<file path="config.mk">
export PLATFORM = sky130hd
export DESIGN_NAME = retire_trace_buffer
export DESIGN_NICKNAME = d
export VERILOG_FILES = /design/src/rtl/retire_trace_buffer.sv
export SDC_FILE = /design/constraint.sdc
export NUM_CORES = 2
export LEC_CHECK = 0
export CAP_MARGIN = 20
export CELL_PAD_IN_SITES_DETAIL_PLACEMENT = 1
export CELL_PAD_IN_SITES_GLOBAL_PLACEMENT = 2
export CORE_UTILIZATION = 51
export DETAILED_ROUTE_END_ITERATION = 12
export PLACE_DENSITY_LB_ADDON = 0.08
export SLEW_MARGIN = 20
export SYNTH_ARGS = -nofsm -noshare
export SYNTH_HDL_FRONTEND = slang
export SYNTH_SLANG_ARGS = --single-unit
export TNS_END_PERCENT = 30
</file>
<file path="constraint.sdc">
create_clock -name clk_i -period 29.1 [get_ports clk_i]
set_input_delay 8.73 -clock clk_i [delete_from_list [all_inputs] [get_ports clk_i]]
set_output_delay 8.73 -clock clk_i [all_outputs]
set_load 0.02 [all_outputs]
</file>
<file path="src/rtl/retire_trace_buffer.sv">
// Retirement trace capture buffer: tags each retired instruction with a sequence number and queues it
// in a first-word-fall-through FIFO drained over valid/ready; overflow drops are counted and flagged.
module retire_trace_buffer #(
  parameter int XLEN  = 32,
  parameter int DEPTH = 16
) (
  input  logic                       clk_i,
  input  logic                       rstn_i,
  input  logic                       en_i,
  input  logic                       flush_i,
  input  logic                       retire_valid_i,
  input  logic [XLEN-1:0]            ret_pc_i,
  input  logic [31:0]                ret_instr_i,
  input  logic [4:0]                 ret_reg_addr_i,
  input  logic [XLEN-1:0]            ret_reg_data_i,
  input  logic [XLEN-1:0]            ret_mem_addr_i,
  input  logic [XLEN-1:0]            ret_mem_data_i,
  input  logic                       ret_mem_wrt_i,
  output logic                       trc_valid_o,
  input  logic                       trc_ready_i,
  output logic [15:0]                trc_seq_o,
  output logic                       trc_gap_o,
  output logic [XLEN-1:0]            trc_pc_o,
  output logic [31:0]                trc_instr_o,
  output logic [4:0]                 trc_reg_addr_o,
  output logic [XLEN-1:0]            trc_reg_data_o,
  output logic [XLEN-1:0]            trc_mem_addr_o,
  output logic [XLEN-1:0]            trc_mem_data_o,
  output logic                       trc_mem_wrt_o,
  output logic [$clog2(DEPTH):0]     level_o,
  output logic                       overflow_o,
  output logic [15:0]                drop_cnt_o
);

  localparam int AW = $clog2(DEPTH);
  localparam int LW = AW + 1;
  localparam int RW = 16 + 1 + 4*XLEN + 32 + 5 + 1;

  logic [RW-1:0] mem [DEPTH];
  logic [AW-1:0] wr_ptr;
  logic [AW-1:0] rd_ptr;
  logic [LW-1:0] level;
  logic [15:0]   seq;
  logic          gap_pend;
  logic          overflow;
  logic [15:0]   drop_cnt;

  logic          retire_evt;
  logic          pop;
  logic          push;
  logic          drop;
  logic [RW-1:0] rec_in;
  logic [RW-1:0] head;

  assign retire_evt = retire_valid_i & en_i;
  assign trc_valid_o = (level != '0);
  assign pop  = trc_valid_o & trc_ready_i;
  assign push = retire_evt & ((level < LW'(DEPTH)) | pop);
  assign drop = retire_evt & ~push;

  assign rec_in = {seq, gap_pend, ret_pc_i, ret_instr_i, ret_reg_addr_i, ret_reg_data_i,
                   ret_mem_addr_i, ret_mem_data_i, ret_mem_wrt_i};

  // Storage is not reset; gating the head with valid keeps every output at zero while empty.
  assign head = trc_valid_o ? mem[rd_ptr] : '0;
  assign {trc_seq_o, trc_gap_o, trc_pc_o, trc_instr_o, trc_reg_addr_o, trc_reg_data_o,
          trc_mem_addr_o, trc_mem_data_o, trc_mem_wrt_o} = head;

  assign level_o    = level;
  assign overflow_o = overflow;
  assign drop_cnt_o = drop_cnt;

  always_ff @(posedge clk_i) begin
    if (push && !flush_i) begin
      mem[wr_ptr] <= rec_in;
    end
  end

  always_ff @(posedge clk_i or negedge rstn_i) begin
    if (!rstn_i) begin
      wr_ptr   <= '0;
      rd_ptr   <= '0;
      level    <= '0;
      seq      <= '0;
      gap_pend <= 1'b0;
      overflow <= 1'b0;
      drop_cnt <= '0;
    end else if (flush_i) begin
      wr_ptr   <= '0;
      rd_ptr   <= '0;
      level    <= '0;
      seq      <= '0;
      gap_pend <= 1'b0;
      overflow <= 1'b0;
      drop_cnt <= '0;
    end else begin
      if (retire_evt) begin
        seq <= seq + 16'd1;
      end
      if (push) begin
        wr_ptr   <= wr_ptr + AW'(1);
        gap_pend <= 1'b0;
      end
      if (drop) begin
        gap_pend <= 1'b1;
        overflow <= 1'b1;
        if (drop_cnt != 16'hFFFF) begin
          drop_cnt <= drop_cnt + 16'd1;
        end
      end
      if (pop) begin
        rd_ptr <= rd_ptr + AW'(1);
      end
      case ({push, pop})
        2'b10:   level <= level + LW'(1);
        2'b01:   level <= level - LW'(1);
        default: level <= level;
      endcase
    end
  end

endmodule

</file>
==> results.ini <==
[floorplanning]
ios = 378
floorplan.rows = 172
floorplan.die_area_um2 = 223800
die_w_um = 473.1
core_area_um2 = 220200
initial_utilization_pct = 51.40
die_height_um = 473.1

[cts]
cts_made_buffers = 324
post_cts.repair.setup_buffers = 0
tritoncts_clock_tree = yes
clkLatencyLatePin_ns = 0.95
cts_stage_hold_buffer_count = 0
h_tree_depth = 5
clock_sinks = 2975
cts.clk_slew.worst_paths_ns = 0.06
clock_tree_root_driver_cell = clkbuf_16
cts_buffer_depth = 4
cts_resized = 0

[synthesis]
yosys-top-cells-area = edfxtp_1 78%, mux4_2 15%, mux2i_1 3.3%
share_of_synthesized_registers_carrying_an_async_set_or_reset_pct = 1.580
number_of_synthesized_flops_with_an_enable_pin = 2928
postSynthRegisterBits = 2975
synth_flop_cell = edfxtp_1
synth_most_common_cell = edfxtp_1
syn_inst = 4740
post_synth.cell_area_avg_um2 = 23.88
synth_largest_area_cell = edfxtp_1
yosys-top-cells-count = 2928 x edfxtp_1, 732 x mux4_2, 369 x mux2i_1
synth-warning-count = 0
netlist.area_leader.share_pct = 77.69
mappedNetlistArea_um2 = 113200
synth.net_count = 4921
post_synth_num_cell_types = 49
yosysSeqAreaShare_pct = 78.73

[run_status]
run_status = complete, no violations

[global_routing]
antenna_violations_before_repair = 50
grt_max_degree = 154
wire_length_of_the_first_global_routing_pass_mm = 394.4
track_usage_pct = 24.66
grt_pass1_vias = 55740
grt_remaining_overflow = 0

[timing]
grt_setup_unrepaired = no
worst_hold_slack_ns = 0.5373
timing.final.max_slew_violations = 0
slew-limit-headroom_pct = 22.76
period_minus_slack_ns = 16.44
post-route-period-util_pct = 56.49
clock.fmax_mhz = 60.83
skew_ns = 0.06833
worst_slew_pin_slew_ns = 1.159
finalHoldViolCount = 0
setup_ws_ns = 12.66
setup_viol = 0
timing.setup.tns_ns = 0

[placement]
port_buffers = 377
dpl.hpwl_mm = 137.3
dpl-instance-area_um2 = 120400
post-place-cells = 7928
pre_cts_ws_ns = 13.33
gpl.final_weighted_congestion = 0.7146

[layout]
fin_nets = 5477
postLayoutCellArea_um2 = 129900
layout-area-overhead-vs-synth_pct = 14.78
post_layout_nonfiller_instances = 8480
post_route_cells_drive_above_1_share_pct = 23.16

[setup_path]
worst-endpoint-arrival_ns = 7.71
timing.setup.critical_path_class = register to primary output
worst-endpoint-required_ns = 20.37
worst_setup_path_start_kind = register
critPathCaptureType = primary output
cp_max_fo = 100

[routing]
postRouteAntennaNets = 0
vias = 52050
routedWlPerCell_um = 32.33
drc = 0
initialDrtViolationCount = 4004
post_dr_vias_cell = 6.138
drt_pass1_iterations = 5
drt_wl_total_mm = 274.2

[run]
maxCapViolCount = 0

[power_and_ir_drop]
power.static_leakage_nw = 38.67
max-vdd-ir-drop_uv = 67.85
power.density_nw_per_um2 = 85.29

[hold_path]
hold_path_class = register to register

[flip-flops by register name (all words and copies together), names as in the netlist]
register    cells
seq            16
overflow_o      1
level_o         5
drop_cnt_o     16
mem          2928
rd_ptr          4
wr_ptr          4
gap_pend        1
[metal layers]
layer / up-vias / track usage [%] / wire length (um)
met2: 1403 / 39.77 / 133900
met5: - / 0 / 389
li1: 21450 / - / -
met4: 60 / 6.155 / 6447
met1: 28660 / 34.89 / 117300
met3: 478 / 4.824 / 16110
[power breakdown]
part	switching, W	internal (W)
Clock	0.00159	0.00216
Sequential	0.0000364	0.00473
Combinational	0.00140	0.00117
Total	0.00302	0.00806
[critical path: stages (launching register included)]
cell	delay, ns
dfrtp_4	0.92
buf_12	0.69
buf_4	0.79
buf_4	0.71
buf_4	0.87
buf_4	0.84
mux4_2	0.60
mux2i_1	0.19
o22ai_1	0.18
clkdlybuf4s50_1	0.61
[layout by cell type, fill, tap and decap left out, drive strengths merged, types with 5 or more instances in the layout]
| cell type | count |
|---|---|
| bufinv | 12 |
| xor2 | 18 |
| ha | 9 |
| xnor2 | 17 |
| nand3 | 8 |
| mux4 | 732 |
| clkinv | 135 |
| o21ai | 5 |
| diode | 5 |
| clkinvlp | 8 |
| dfrtp | 47 |
| edfxtp | 2928 |
| nand2 | 25 |
| nor3 | 8 |
| clkbuf | 389 |
| nand4 | 11 |
| nor4 | 5 |
| o22ai | 183 |
| a21oi | 11 |
| a211oi | 5 |
| nor2 | 65 |
| or3 | 6 |
| buf | 108 |
| clkdlybuf4s50 | 375 |
| inv | 12 |
| mux2i | 369 |
[metrics by stage]
stage | total power [W] | utilization, %
floorplan | 0.006501 | -
global placement | 0.007447 | 54.69
detailed placement | 0.007461 | 54.69
CTS | 0.01121 | 59.00
global route | 0.01145 | 59.00
finish | 0.01108 | 59.00
[path summary, 6_finish.rpt]
check	startpoint	to	slack [ns]	cells past startpoint
worst max-delay path	rd_ptr[0]	trc_reg_data_o[7]	12.66	9
worst min-delay path	overflow_o	overflow_o	0.54	2
worst max register to register	level_o[4]	mem[10][95]	24.42	6
worst min register to register	overflow_o	overflow_o	0.54	2
max in group asynchronous	rstn_i	rd_ptr[0]	20.65	2
min in group asynchronous	rstn_i	gap_pend	7.92	2
[cell type report]
class / count / area (um2)
flip-flops and latches: 2975 / 89110
repair buffers: 483 / 4726
clock inverters: 158 / 1020
multi-input cells: 1503 / 22840
diodes: 5 / 12.51
clock buffers: 389 / 8458
fillers: 17910 / 90250
inverters: 9 / 33.78
well taps: 2958 / 3701
[cells by family after synthesis]
| logic type | count (synthesis) | share of synthesized area, % |
|---|---|---|
| DFF | 2975 | 78.73 |
| muxes | 1102 | 17.84 |
| buffers and inverters | 262 | 1.207 |
| AOI/OAI and AO/OA | 213 | 1.208 |
| and+or+nand+nor | 144 | 0.6390 |
| xor gates and xnor gates | 35 | 0.2709 |
| adders and majority gates | 9 | 0.09950 |
Power figures use the tool's default switching activity.
